$ cat config.mk
export PLATFORM = sky130hd
export DESIGN_NAME = fetch_stage
export DESIGN_NICKNAME = d
export VERILOG_FILES = /design/src/rtl/fetch_stage.sv
export SDC_FILE = /design/constraint.sdc
export NUM_CORES = 1
export LEC_CHECK = 0
export BUFFER_PORTS_ARGS = -buffer_cell sky130_fd_sc_hd__buf_2
export CORE_AREA = 5 5 124 126
export CTS_CLUSTER_SIZE = 8
export DETAILED_ROUTE_END_ITERATION = 6
export DIE_AREA = 0 0 129 131
export GPL_ROUTABILITY_DRIVEN = 0
export PLACE_DENSITY = 0.88
export SLEW_MARGIN = 20
export SYNTH_ARGS = -nofsm -noshare
export SYNTH_HDL_FRONTEND = slang
export SYNTH_SLANG_ARGS = --single-unit
$ cat constraint.sdc
create_clock -name clk -period 2.9 [get_ports clk]
set_input_delay 0 -clock clk [delete_from_list [all_inputs] [get_ports clk]]
set_output_delay 0 -clock clk [all_outputs]
set_load 0.005 [all_outputs]
$ cat src/rtl/fetch_stage.sv
// Instruction fetch stage: owns PCF, issues instruction-memory requests and
// fills the IF/ID pipeline register, tolerating wait states, stalls and redirects.
module fetch_stage #(
    parameter logic [31:0] RESET_PC  = 32'h0000_0000,
    parameter logic [31:0] NOP_INSTR = 32'h0000_0013
) (
    input  logic        clk,
    input  logic        rst_n,
    input  logic        StallF,
    input  logic        StallD,
    input  logic        FlushD,
    input  logic [1:0]  PCSrcE,
    input  logic [31:0] PCTargetE,
    input  logic [31:0] ALUResultE,
    output logic        imem_req,
    output logic [31:0] imem_addr,
    input  logic        imem_ready,
    input  logic [31:0] imem_rdata,
    output logic [31:0] InstrD,
    output logic [31:0] PCD,
    output logic [31:0] PCPlus4D,
    output logic        FetchBusyF
);

    localparam logic [1:0] S_FETCH   = 2'd0;
    localparam logic [1:0] S_DISCARD = 2'd1;
    localparam logic [1:0] S_HOLD    = 2'd2;

    logic [1:0]  state_r;
    logic [1:0]  state_nxt_s;
    logic [31:0] pc_r;
    logic [31:0] pc_nxt_s;
    logic [31:0] buf_r;
    logic [31:0] instr_d_r;
    logic [31:0] pc_d_r;
    logic [31:0] pc_plus4_d_r;
    logic [31:0] pc_plus4_s;
    logic [31:0] target_s;
    logic [31:0] word_s;
    logic        redirect_s;
    logic        stall_s;
    logic        avail_s;
    logic        take_s;

    // Redirect decode and availability of an instruction this cycle
    always_comb begin
        pc_plus4_s = pc_r + 32'd4;
        redirect_s = (PCSrcE == 2'b01) || (PCSrcE == 2'b10);
        case (PCSrcE)
            2'b01:   target_s = PCTargetE;
            2'b10:   target_s = {ALUResultE[31:1], 1'b0};
            default: target_s = pc_plus4_s;
        endcase
        stall_s = StallF || StallD;
        avail_s = ((state_r == S_FETCH) && imem_ready) || (state_r == S_HOLD);
        if (state_r == S_HOLD) begin
            word_s = buf_r;
        end else begin
            word_s = imem_rdata;
        end
        // A word is consumed only when both PC and IF/ID are free to advance
        take_s = avail_s && !redirect_s && !stall_s;
    end

    // Next-state and next-PC selection
    always_comb begin
        state_nxt_s = state_r;
        if (redirect_s) begin
            if (imem_ready || (state_r == S_HOLD)) begin
                state_nxt_s = S_FETCH;
            end else begin
                state_nxt_s = S_DISCARD;
            end
        end else begin
            case (state_r)
                S_FETCH: begin
                    if (imem_ready && stall_s) begin
                        state_nxt_s = S_HOLD;
                    end else begin
                        state_nxt_s = S_FETCH;
                    end
                end
                S_DISCARD: begin
                    if (imem_ready) begin
                        state_nxt_s = S_FETCH;
                    end else begin
                        state_nxt_s = S_DISCARD;
                    end
                end
                S_HOLD: begin
                    if (stall_s) begin
                        state_nxt_s = S_HOLD;
                    end else begin
                        state_nxt_s = S_FETCH;
                    end
                end
                default: state_nxt_s = S_FETCH;
            endcase
        end

        if (redirect_s) begin
            pc_nxt_s = target_s;
        end else if (take_s) begin
            pc_nxt_s = pc_plus4_s;
        end else begin
            pc_nxt_s = pc_r;
        end
    end

    // PC, FSM, hold buffer and IF/ID register
    always_ff @(posedge clk) begin
        if (!rst_n) begin
            state_r      <= S_FETCH;
            pc_r         <= RESET_PC;
            buf_r        <= 32'd0;
            instr_d_r    <= NOP_INSTR;
            pc_d_r       <= 32'd0;
            pc_plus4_d_r <= 32'd0;
        end else begin
            state_r <= state_nxt_s;
            pc_r    <= pc_nxt_s;
            if ((state_r == S_FETCH) && imem_ready && stall_s && !redirect_s) begin
                buf_r <= imem_rdata;
            end else begin
                buf_r <= buf_r;
            end
            if (FlushD) begin
                instr_d_r    <= NOP_INSTR;
                pc_d_r       <= 32'd0;
                pc_plus4_d_r <= 32'd0;
            end else if (StallD) begin
                instr_d_r    <= instr_d_r;
                pc_d_r       <= pc_d_r;
                pc_plus4_d_r <= pc_plus4_d_r;
            end else if (take_s) begin
                instr_d_r    <= word_s;
                pc_d_r       <= pc_r;
                pc_plus4_d_r <= pc_plus4_s;
            end else begin
                instr_d_r    <= NOP_INSTR;
                pc_d_r       <= 32'd0;
                pc_plus4_d_r <= 32'd0;
            end
        end
    end

    assign imem_req   = (state_r != S_HOLD);
    assign imem_addr  = pc_r;
    assign InstrD     = instr_d_r;
    assign PCD        = pc_d_r;
    assign PCPlus4D   = pc_plus4_d_r;
    assign FetchBusyF = !avail_s && !redirect_s;

endmodule

==> flow_metrics.env, run 1 <==
export IMPL_grt_use_met2_pct=48.1
export IMPL_die_width_um=129
export IMPL_synth_nets=994
export IMPL_antenna_found_initial=0
export IMPL_clkPwrFrac_pct=44.4
export IMPL_numCtsBuffers=17
export IMPL_die_height_um=131
export IMPL_max_cap_viol_count=0
export IMPL_holdPathStages=3
export IMPL_cts_buffer_depth=2
export IMPL_wl_per_cell_um=17.8
export IMPL_grt_max_degree=64
export IMPL_gr_max_usage_layer="met2"
export IMPL_grt_setup_unrepaired="false"
export IMPL_placedInstanceArea_mm2=0.00822
export IMPL_cts_setup_buffers=0
export IMPL_cpLargestDelayFamily="simple AND/OR/NAND/NOR gates"
export IMPL_p_seq_share_pct=43.7
export IMPL_port_buffers=232
export IMPL_multiInputGateArea_mm2=0.00345
export IMPL_synth_top_cell_area_share_pct=45.6
export IMPL_power_leakage_uw=0.00401
export IMPL_coreArea_mm2=0.0142
export IMPL_wl_um=24000
export IMPL_async_reset_ff_share_pct=0
export IMPL_grt_pass1_wl_um=37700
export IMPL_layout_drive_gt1_share_pct=25.0
export IMPL_route_detailed_drc=0
export IMPL_min_path_type="in2reg"
export IMPL_grt_overflow=0
export IMPL_num_nets_final=1261
export IMPL_tightestPinTransition_ns=0.901
export IMPL_yosys_top_cells_count="nand2_1 (172), dfxtp_1 (160), a21oi_1 (99)"
export IMPL_ys_seq_area_share_pct=45.6
export IMPL_drt_iter0_drc=593
export IMPL_power_switching_uw=1340
export IMPL_synth_avg_cell_area_um2=7.91
export IMPL_timing_final_ws_setup_ns=0.323
export IMPL_synth_edf_count=0
export IMPL_drtPass1Iterations=7
export IMPL_register_area_mm2=0.00320
export IMPL_arrival_ns=2.94
export IMPL_clock_latency_ns=0.43
export IMPL_viasPerCell=5.70
export IMPL_syn_cell_area_mm2=0.00702
export IMPL_diodes=0
export IMPL_slew_viol_final=0
export IMPL_fin_setup_tns_ns=0
export IMPL_cp_cell_sequence="or4b_4 > or2_1 > buf_4 > o32ai_1 > o21a_1 > dlygate4sd3_1"
export IMPL_cts_tree="yes"
export IMPL_slew_headroom_pct=40.0
export IMPL_finalCritPeriodShare_pct=88.9
export IMPL_rows=44
export IMPL_synthCells=887
export IMPL_r2r_cells=6
export IMPL_synth_seq_cells=160
export IMPL_die_area_mm2=0.0169
export IMPL_yosys_cell_types_count=43
export IMPL_fillCellCount=1089
export IMPL_start_kind="flop"
export IMPL_slowest_delay_ns=0.55
export IMPL_dpl_hpwl_um=14600
export IMPL_stdcell_area_mm2=0.00970
export IMPL_crit_slowest_cell="or4b_4"
export IMPL_synth_most_common_cell="nand2_1"
export IMPL_p_comb_share_pct=11.9
export IMPL_num_vias=7701
export IMPL_fin_skew_ns=0.0119
export IMPL_ios=234
export IMPL_synth_area_leaders="dfxtp_1 (46%), nand2_1 (9.2%), a21oi_1 (7.1%)"
export IMPL_area_delta_synth_final_pct=38.2
export IMPL_fmax_mhz=388
export IMPL_cts_htree_levels=4
export IMPL_clk_pin_slew_ns=0.06
export IMPL_root_buffer="clkbuf_16"
export IMPL_grt_util_all_layers_pct=27.9
export IMPL_synth_largest_area_cell="dfxtp_1"
export IMPL_fin_hold_ws_ns=0.0173
export IMPL_p_int_uw=4080
export IMPL_gr_usage_met3_pct=6.50
export IMPL_critPathKind="reg2reg"
export IMPL_worst_setup_path_end_kind="flop"
export IMPL_p_per_area_mw_per_mm2=559
export IMPL_grt_pass1_vias=7506
export IMPL_cp_depth=6
export IMPL_cts_sinks=160
export IMPL_sw_frac_of_total_pct=24.7
export IMPL_use_met1_pct=32.8
export IMPL_synth_flop_cell="dfxtp_1"
export IMPL_finalCriticalPeriod_ns=2.58
export IMPL_hold_violations=0
export IMPL_synth_warnings=0
export IMPL_post_place_ws_ns=0.513
export IMPL_cp_data_required_time_ns=3.26
export IMPL_outcome="completed"
export IMPL_path_max_fanout=36
export IMPL_cts_resized=0
export IMPL_worst_path_buf_inv=2
export IMPL_peakVddDrop_v=0.000365
export IMPL_ant_nets=0
export IMPL_finalSetupViolations=0
export IMPL_start_util_pct=49.4
==> flip-flops by register name, summed over array words and instances (netlist names) <==
name,count
PCD,32
PCPlus4D,30
state_r,2
imem_addr,32
InstrD,32
buf_r,32
==> cells in the final DEF (no fill, tap or decap), types with 6 or more instances in the layout <==
| cell type | n |
|---|---|
| a22oi_1 | 47 |
| dfxtp_1 | 160 |
| xnor2_1 | 18 |
| nand4_1 | 22 |
| clkbuf_16 | 17 |
| a211oi_1 | 21 |
| buf_4 | 17 |
| nor3_1 | 6 |
| a221oi_1 | 22 |
| buf_2 | 232 |
| dlygate4sd3_1 | 85 |
| nand3_1 | 27 |
| inv_1 | 10 |
| nand2_1 | 172 |
| o21ai_0 | 27 |
| xor2_1 | 33 |
| nor2_1 | 91 |
| a21oi_1 | 99 |
==> cells by family after synthesis <==
| kind of cell | Yosys count | synth area share [%] |
|---|---|---|
| multiplexers | 1 | 0.143 |
| AO/OA/AOI/OAI | 231 | 20.7 |
| flip-flops | 160 | 45.6 |
| adder cells (fa/ha/maj) | 4 | 0.677 |
| AND/OR/NAND/NOR | 343 | 20.9 |
| buffers and inverters | 97 | 5.56 |
| XOR/XNOR | 51 | 6.36 |
==> routing by layer <==
metal  vias up  part of all wire [%]
met5         -                     0
met4         0                   3.2
met3        59                   9.0
met2       414                    50
met1      3634                    38
li1       3594                     -
==> final cells by class <==
type	instances	share of cell area, %
multi-input cells	630	35.6
flip-flops and latches	160	33.0
repair buffers	334	22.1
clock buffers	23	4.93
well taps	184	2.37
clock inverters	9	1.60
inverters	11	0.426
==> path summary, 6_finish.rpt <==
path                 start       endpoint  slack, ns
max             state_r[0]   imem_addr[7]       0.32
min          PCTargetE[29]  imem_addr[29]       0.02
max reg2reg     state_r[0]   imem_addr[7]       0.32
min reg2reg   PCPlus4D[20]   PCPlus4D[20]       0.45
==> power by group through the flow <==
stage	sequential, uW	combinational (uW)	clock (uW)
after floorplan	2370	335	0
after global placement	2410	504	0
after detailed placement	2410	514	0
after CTS	2360	627	2420
after global routing	2380	698	2530
final	2370	644	2400
==> stage by stage <==
step / std cells / power (uW) / util (%)
3_3_place_gp: 1234 / 2910 / 57.8
6_report: 1351 / 5420 / 68.3
3_5_place_dp: 1234 / 2930 / 57.8
4_1_cts: 1351 / 5410 / 68.3
2_1_floorplan: 887 / 2700 / -
5_1_grt: 1351 / 5600 / 68.3
==> what timing repair did <==
action / in CTS / in global routing
hold endpoints to repair: 90 / 0
hold buffers: 85 / 0
setup endpoints to repair: 0 / 0
==> worst reg2reg max path, delay by kind of cell, from the launching register on <==
family	cells	cell delay, ns
AOI/OAI and AO/OA	2	0.46
buffers and inverters	2	0.84
DFF	1	0.34
and+or+nand+nor	2	0.87
No activity file was read; power rests on OpenSTA's default activity.
==> run 2: changes to the inputs <==
- CTS_CLUSTER_DIAMETER: default -> 40
- clock period: 2.9 -> 2.6 ns (I/O delays scaled with it)
==> run 2 against run 1 <==
Against the previous run: clock power grew 5%; hold slack worse by 0.00070 ns; clock skew is 0.0026 ns lower; first-iteration DRC count up 0.17%; utilization fell by 1.2 points; maximum frequency is 9.0% higher; wire length fell by 1.9%; non-clock buffer count shrank 11; global-route usage decreased by 0.86 points; die area unchanged; critical path type unchanged; largest power group is now registers.
==> flow_metrics.env, run 2 (synthesis results as in run 1) <==
export IMPL_cts_sinks=160
export IMPL_min_path_type="in2reg"
export IMPL_antenna_found_initial=0
export IMPL_slew_viol_final=0
export IMPL_power_leakage_uw=0.00395
export IMPL_cts_buffer_depth=2
export IMPL_route_detailed_drc=0
export IMPL_peakVddDrop_v=0.000387
export IMPL_place_inst=1242
export IMPL_cp_data_required_time_ns=2.91
export IMPL_tightestPinTransition_ns=0.835
export IMPL_diodes=0
export IMPL_die_width_um=129
export IMPL_path_max_fanout=14
export IMPL_p_per_area_mw_per_mm2=613
export IMPL_grt_util_all_layers_pct=27.1
export IMPL_start_kind="flop"
export IMPL_finalSetupViolations=0
export IMPL_grt_pass1_wl_um=36700
export IMPL_hold_violations=0
export IMPL_worst_setup_path_end_kind="flop"
export IMPL_fin_setup_tns_ns=0
export IMPL_grt_max_degree=72
export IMPL_coreArea_mm2=0.0142
export IMPL_layout_commonest_cell="buf_2"
export IMPL_start_util_pct=49.4
export IMPL_die_height_um=131
export IMPL_cts_htree_levels=4
export IMPL_finalCritPeriodShare_pct=90.9
export IMPL_wl_met1_um=9000
export IMPL_rows=44
export IMPL_drtPass1Iterations=5
export IMPL_max_cap_viol_count=0
export IMPL_arrival_ns=2.67
export IMPL_slew_headroom_pct=44.3
export IMPL_num_vias=7565
export IMPL_finalCriticalPeriod_ns=2.36
export IMPL_instances_no_fill=1337
export IMPL_wl_met2_um=11600
export IMPL_area_delta_synth_final_pct=35.9
export IMPL_total_power_uw=5850
export IMPL_numCtsBuffers=17
export IMPL_fin_skew_ns=0.00931
export IMPL_die_area_mm2=0.0169
export IMPL_critPathKind="reg2reg"
export IMPL_fmax_mhz=423
export IMPL_timing_final_ws_setup_ns=0.236
export IMPL_drt_iter0_drc=594
export IMPL_grt_setup_unrepaired="false"
export IMPL_cts_resized=0
export IMPL_highest_layer="met4"
export IMPL_wl_met3_um=2230
export IMPL_viasPerCell=5.66
export IMPL_grt_pass1_vias=7288
export IMPL_wl_um=23500
export IMPL_ios=234
export IMPL_outcome="completed"
export IMPL_ant_nets=0
export IMPL_root_buffer="clkbuf_16"
export IMPL_port_buffers=232
export IMPL_fillCellCount=1114
export IMPL_layout_drive_gt1_share_pct=25.7
export IMPL_clock_latency_ns=0.41
export IMPL_post_place_ws_ns=0.261
export IMPL_layout_common_cells="buf_2 (232), nand2_1 (172), dfxtp_1 (160)"
export IMPL_num_nets_final=1250
export IMPL_grt_overflow=0
export IMPL_fin_util_pct=67.1
export IMPL_wl_per_cell_um=17.6
export IMPL_clk_pin_slew_ns=0.06
export IMPL_cts_tree="yes"
export IMPL_dpl_hpwl_um=15000
## run 2: final cells by class
class / instances / area, um2 / area share [%]
sequential: 160 / 3200 / 33.6
timing repair buffer: 323 / 2020 / 21.2
clock inverter: 5 / 105 / 1.10
inverter: 11 / 41.3 / 0.433
multi-input combinational: 630 / 3450 / 36.2
clock buffer: 24 / 482 / 5.05
tap: 184 / 230 / 2.41
## run 2: timing repair
item                                   CTS  global route
hold buffers                            66             0
setup endpoints to repair                0             0
endpoints found under the hold margin   78             0
buffers inserted                         0             0
## run 2: worst paths after layout
path	startpoint	end	slack, ns	depth (start not counted)
setup / recovery	imem_addr[3]	imem_addr[28]	0.24	7
hold / removal	ALUResultE[11]	imem_addr[11]	0.02	3
setup reg to reg	imem_addr[3]	imem_addr[28]	0.24	7
hold reg to reg	PCPlus4D[31]	PCPlus4D[31]	0.45	2
## run 2: power by group
group	total, uW	switching, uW	internal (uW)
clock network	2510	938	1570
registers	2630	103	2530
logic	708	389	319
## run 2: layer usage
metal,GRT usage (%),up-vias
met3,6.46,71
li1,-,3574
met5,0,-
met2,46.5,423
met4,11.7,0
met1,32.3,3497
## run 2: per-stage QoR
step | hold slack (ns) | instance area (um2)
finish | 0.0166 | 9540
global route | 0.0106 | 9540
CTS | 0.000599 | 9540
detailed placement | 0.234 | 8290
global placement | 0.225 | 8290
floorplan | 0.0774 | 7020
## run 2: worst max-delay path, cell delays in order (launching register included)
cell	delay, ns
dfxtp_1	0.47
ha_1	0.35
nand4_1	0.24
nor4_2	0.38
buf_4	0.27
nand4_1	0.12
xor2_1	0.17
a211oi_1	0.28
==> run 3: changes to the inputs <==
- ABC_AREA: default -> 1
- CORE_AREA: 5 5 124 126 -> 5 5 126 128
- DIE_AREA: 0 0 129 131 -> 0 0 131 133
==> run 3 against run 2 <==
Against the previous run: die area is 3.1% higher; first-iteration DRC count up 14%; wire length grew 0.62%; hold slack worse by 0.0083 ns; clock power about the same; register-to-register slack improved by 0.21 ns; clock skew rose by 0.0024 ns; critical path type unchanged; critical endpoint is now InstrD[4]; largest power group unchanged.
==> flow_metrics.env, run 3 <==
export IMPL_fin_setup_tns_ns=0
export IMPL_layout_commonest_cell="nand2_1"
export IMPL_grt_pass1_wl_um=37300
export IMPL_arrival_ns=2.48
export IMPL_antenna_found_initial=0
export IMPL_power_switching_uw=1490
export IMPL_coreArea_mm2=0.0148
export IMPL_fmax_mhz=464
export IMPL_cts_buffer_depth=2
export IMPL_ant_nets=0
export IMPL_port_buffers=232
export IMPL_wl_met1_um=9260
export IMPL_synth_area_leaders="dfxtp_1 (44%), nand2_1 (18%), a21oi_1 (10%)"
export IMPL_yosys_cell_types_count=26
export IMPL_route_detailed_drc=0
export IMPL_fin_hold_ws_ns=0.00827
export IMPL_worst_setup_path_end_kind="flop"
export IMPL_max_cap_viol_count=0
export IMPL_multiInputGateArea_mm2=0.00341
export IMPL_path_max_fanout=64
export IMPL_synth_largest_area_cell="dfxtp_1"
export IMPL_fin_skew_ns=0.0117
export IMPL_slew_viol_final=0
export IMPL_diodes=0
export IMPL_finalCriticalPeriod_ns=2.15
export IMPL_start_kind="flop"
export IMPL_clock_latency_ns=0.43
export IMPL_tightestPinTransition_ns=1.06
export IMPL_synth_most_common_cell="nand2_1"
export IMPL_die_height_um=133
export IMPL_cts_setup_buffers=0
export IMPL_min_path_type="in2reg"
export IMPL_grt_util_all_layers_pct=26.7
export IMPL_cts_resized=0
export IMPL_peakVddDrop_v=0.000467
export IMPL_synth_edf_count=0
export IMPL_syn_cell_area_mm2=0.00723
export IMPL_clk_pin_slew_ns=0.06
export IMPL_wl_met3_um=2210
export IMPL_wl_um=23700
export IMPL_synth_flop_cell="dfxtp_1"
export IMPL_cts_sinks=160
export IMPL_power_leakage_uw=0.00402
export IMPL_grt_setup_unrepaired="false"
export IMPL_finalSetupViolations=0
export IMPL_grt_overflow=0
export IMPL_slew_headroom_pct=29.6
export IMPL_dpl_hpwl_um=15300
export IMPL_root_buffer="clkbuf_16"
export IMPL_die_area_mm2=0.0174
export IMPL_p_seq_share_pct=44.8
export IMPL_p_comb_share_pct=11.6
export IMPL_synth_nets=1163
export IMPL_yosys_top_cells_count="nand2_1 (339), dfxtp_1 (160), a21oi_1 (151)"
export IMPL_critPathKind="reg2reg"
export IMPL_async_reset_ff_share_pct=0
export IMPL_grt_max_degree=95
export IMPL_finalCritPeriodShare_pct=82.9
export IMPL_num_nets_final=1417
export IMPL_synthCells=1056
export IMPL_synth_avg_cell_area_um2=6.85
export IMPL_cp_data_required_time_ns=2.92
export IMPL_drt_iter0_drc=678
export IMPL_p_per_area_mw_per_mm2=604
export IMPL_grt_pass1_vias=7500
export IMPL_viasPerCell=5.28
export IMPL_drtPass1Iterations=5
export IMPL_outcome="completed"
export IMPL_register_area_mm2=0.00320
export IMPL_layout_drive_gt1_share_pct=23.0
export IMPL_wl_per_cell_um=15.7
export IMPL_cts_tree="yes"
export IMPL_synth_seq_cells=160
export IMPL_synth_warnings=0
export IMPL_cts_htree_levels=4
export IMPL_clkPwrFrac_pct=43.6
export IMPL_sw_frac_of_total_pct=25.8
export IMPL_highest_layer="met4"
export IMPL_die_width_um=131
export IMPL_num_vias=7975
export IMPL_p_int_uw=4310
export IMPL_area_delta_synth_final_pct=32.8
export IMPL_rows=45
export IMPL_start_util_pct=49.0
export IMPL_fillCellCount=1235
export IMPL_ios=234
export IMPL_wl_met2_um=11600
export IMPL_hold_violations=0
export IMPL_ys_seq_area_share_pct=44.3
export IMPL_layout_common_cells="nand2_1 (338), buf_2 (231), dfxtp_1 (160)"
export IMPL_synth_top_cell_area_share_pct=44.3
export IMPL_numCtsBuffers=17
## run 3: cell families (layout without fill, tap and decap cells)
family,count (synthesis),after routing,synth area share (%)
flip-flops,160,160,44.3
buffers and inverters,146,413,8.55
adder cells (fa/ha/maj),3,3,0.519
XOR/XNOR,5,5,0.606
AND/OR/NAND/NOR,453,453,25.4
AO/OA/AOI/OAI,289,289,20.7
## run 3: cell type report
cell class                 instances  area share [%]
timing repair buffer             302            19.3
clock inverter                    11            1.36
sequential                       160            33.4
multi-input combinational        750            35.5
tap                              188            2.45
clock buffer                      21            4.90
inverter                          79            3.10
## run 3: final timing paths
kind                                     end  slack [ns]  depth (start not counted)    startpoint
worst min-delay path            imem_addr[2]       0.008                          4  PCTargetE[2]
worst max register to register     InstrD[4]        0.45                          9    state_r[0]
worst max-delay path               InstrD[4]        0.45                          9    state_r[0]
worst min register to register      buf_r[1]        0.45                          2      buf_r[1]
## run 3: timing repair
item                                   4_1_cts  5_1_grt
setup endpoints to repair                    0        0
hold buffers                                55        0
endpoints found under the hold margin       78        0
## run 3: critical path, cell delays in order, from the launching register on
cell           delay, ns
dfxtp_1             0.37
inv_2               0.05
nand2_2             0.05
buf_4               0.48
inv_1               0.19
nand2_1             0.10
nand2_1             0.05
o21ai_0             0.13
dlygate4sd3_1       0.57
nand2_1             0.04
## run 3: layer usage
metal / vias up / global-route usage, %
met5: - / 0
met4: 0 / 10.3
met3: 61 / 7.99
met2: 387 / 44.8
met1: 3604 / 31.6
li1: 3923 / -
## run 3: power groups by stage
stage | Clock (uW) | Sequential, uW | Combinational (uW)
finish | 2530 | 2600 | 672
global route | 2670 | 2610 | 745
detailed placement | 0 | 2650 | 582
global placement | 0 | 2650 | 567
floorplan | 0 | 2640 | 359
CTS | 2550 | 2600 | 657
## run 3: metrics by stage
step / setup slack, ns / instance area, um2 / cells / utilization [%] / power (uW)
2_1_floorplan: 1.20 / 7230 / 1056 / - / 3000
5_1_grt: 0.276 / 9600 / 1511 / 65.1 / 6020
3_3_place_gp: 0.645 / 8450 / 1424 / 57.3 / 3210
3_5_place_dp: 0.570 / 8450 / 1424 / 57.3 / 3230
6_report: 0.445 / 9600 / 1511 / 65.1 / 5800
4_1_cts: 0.462 / 9600 / 1511 / 65.1 / 5800
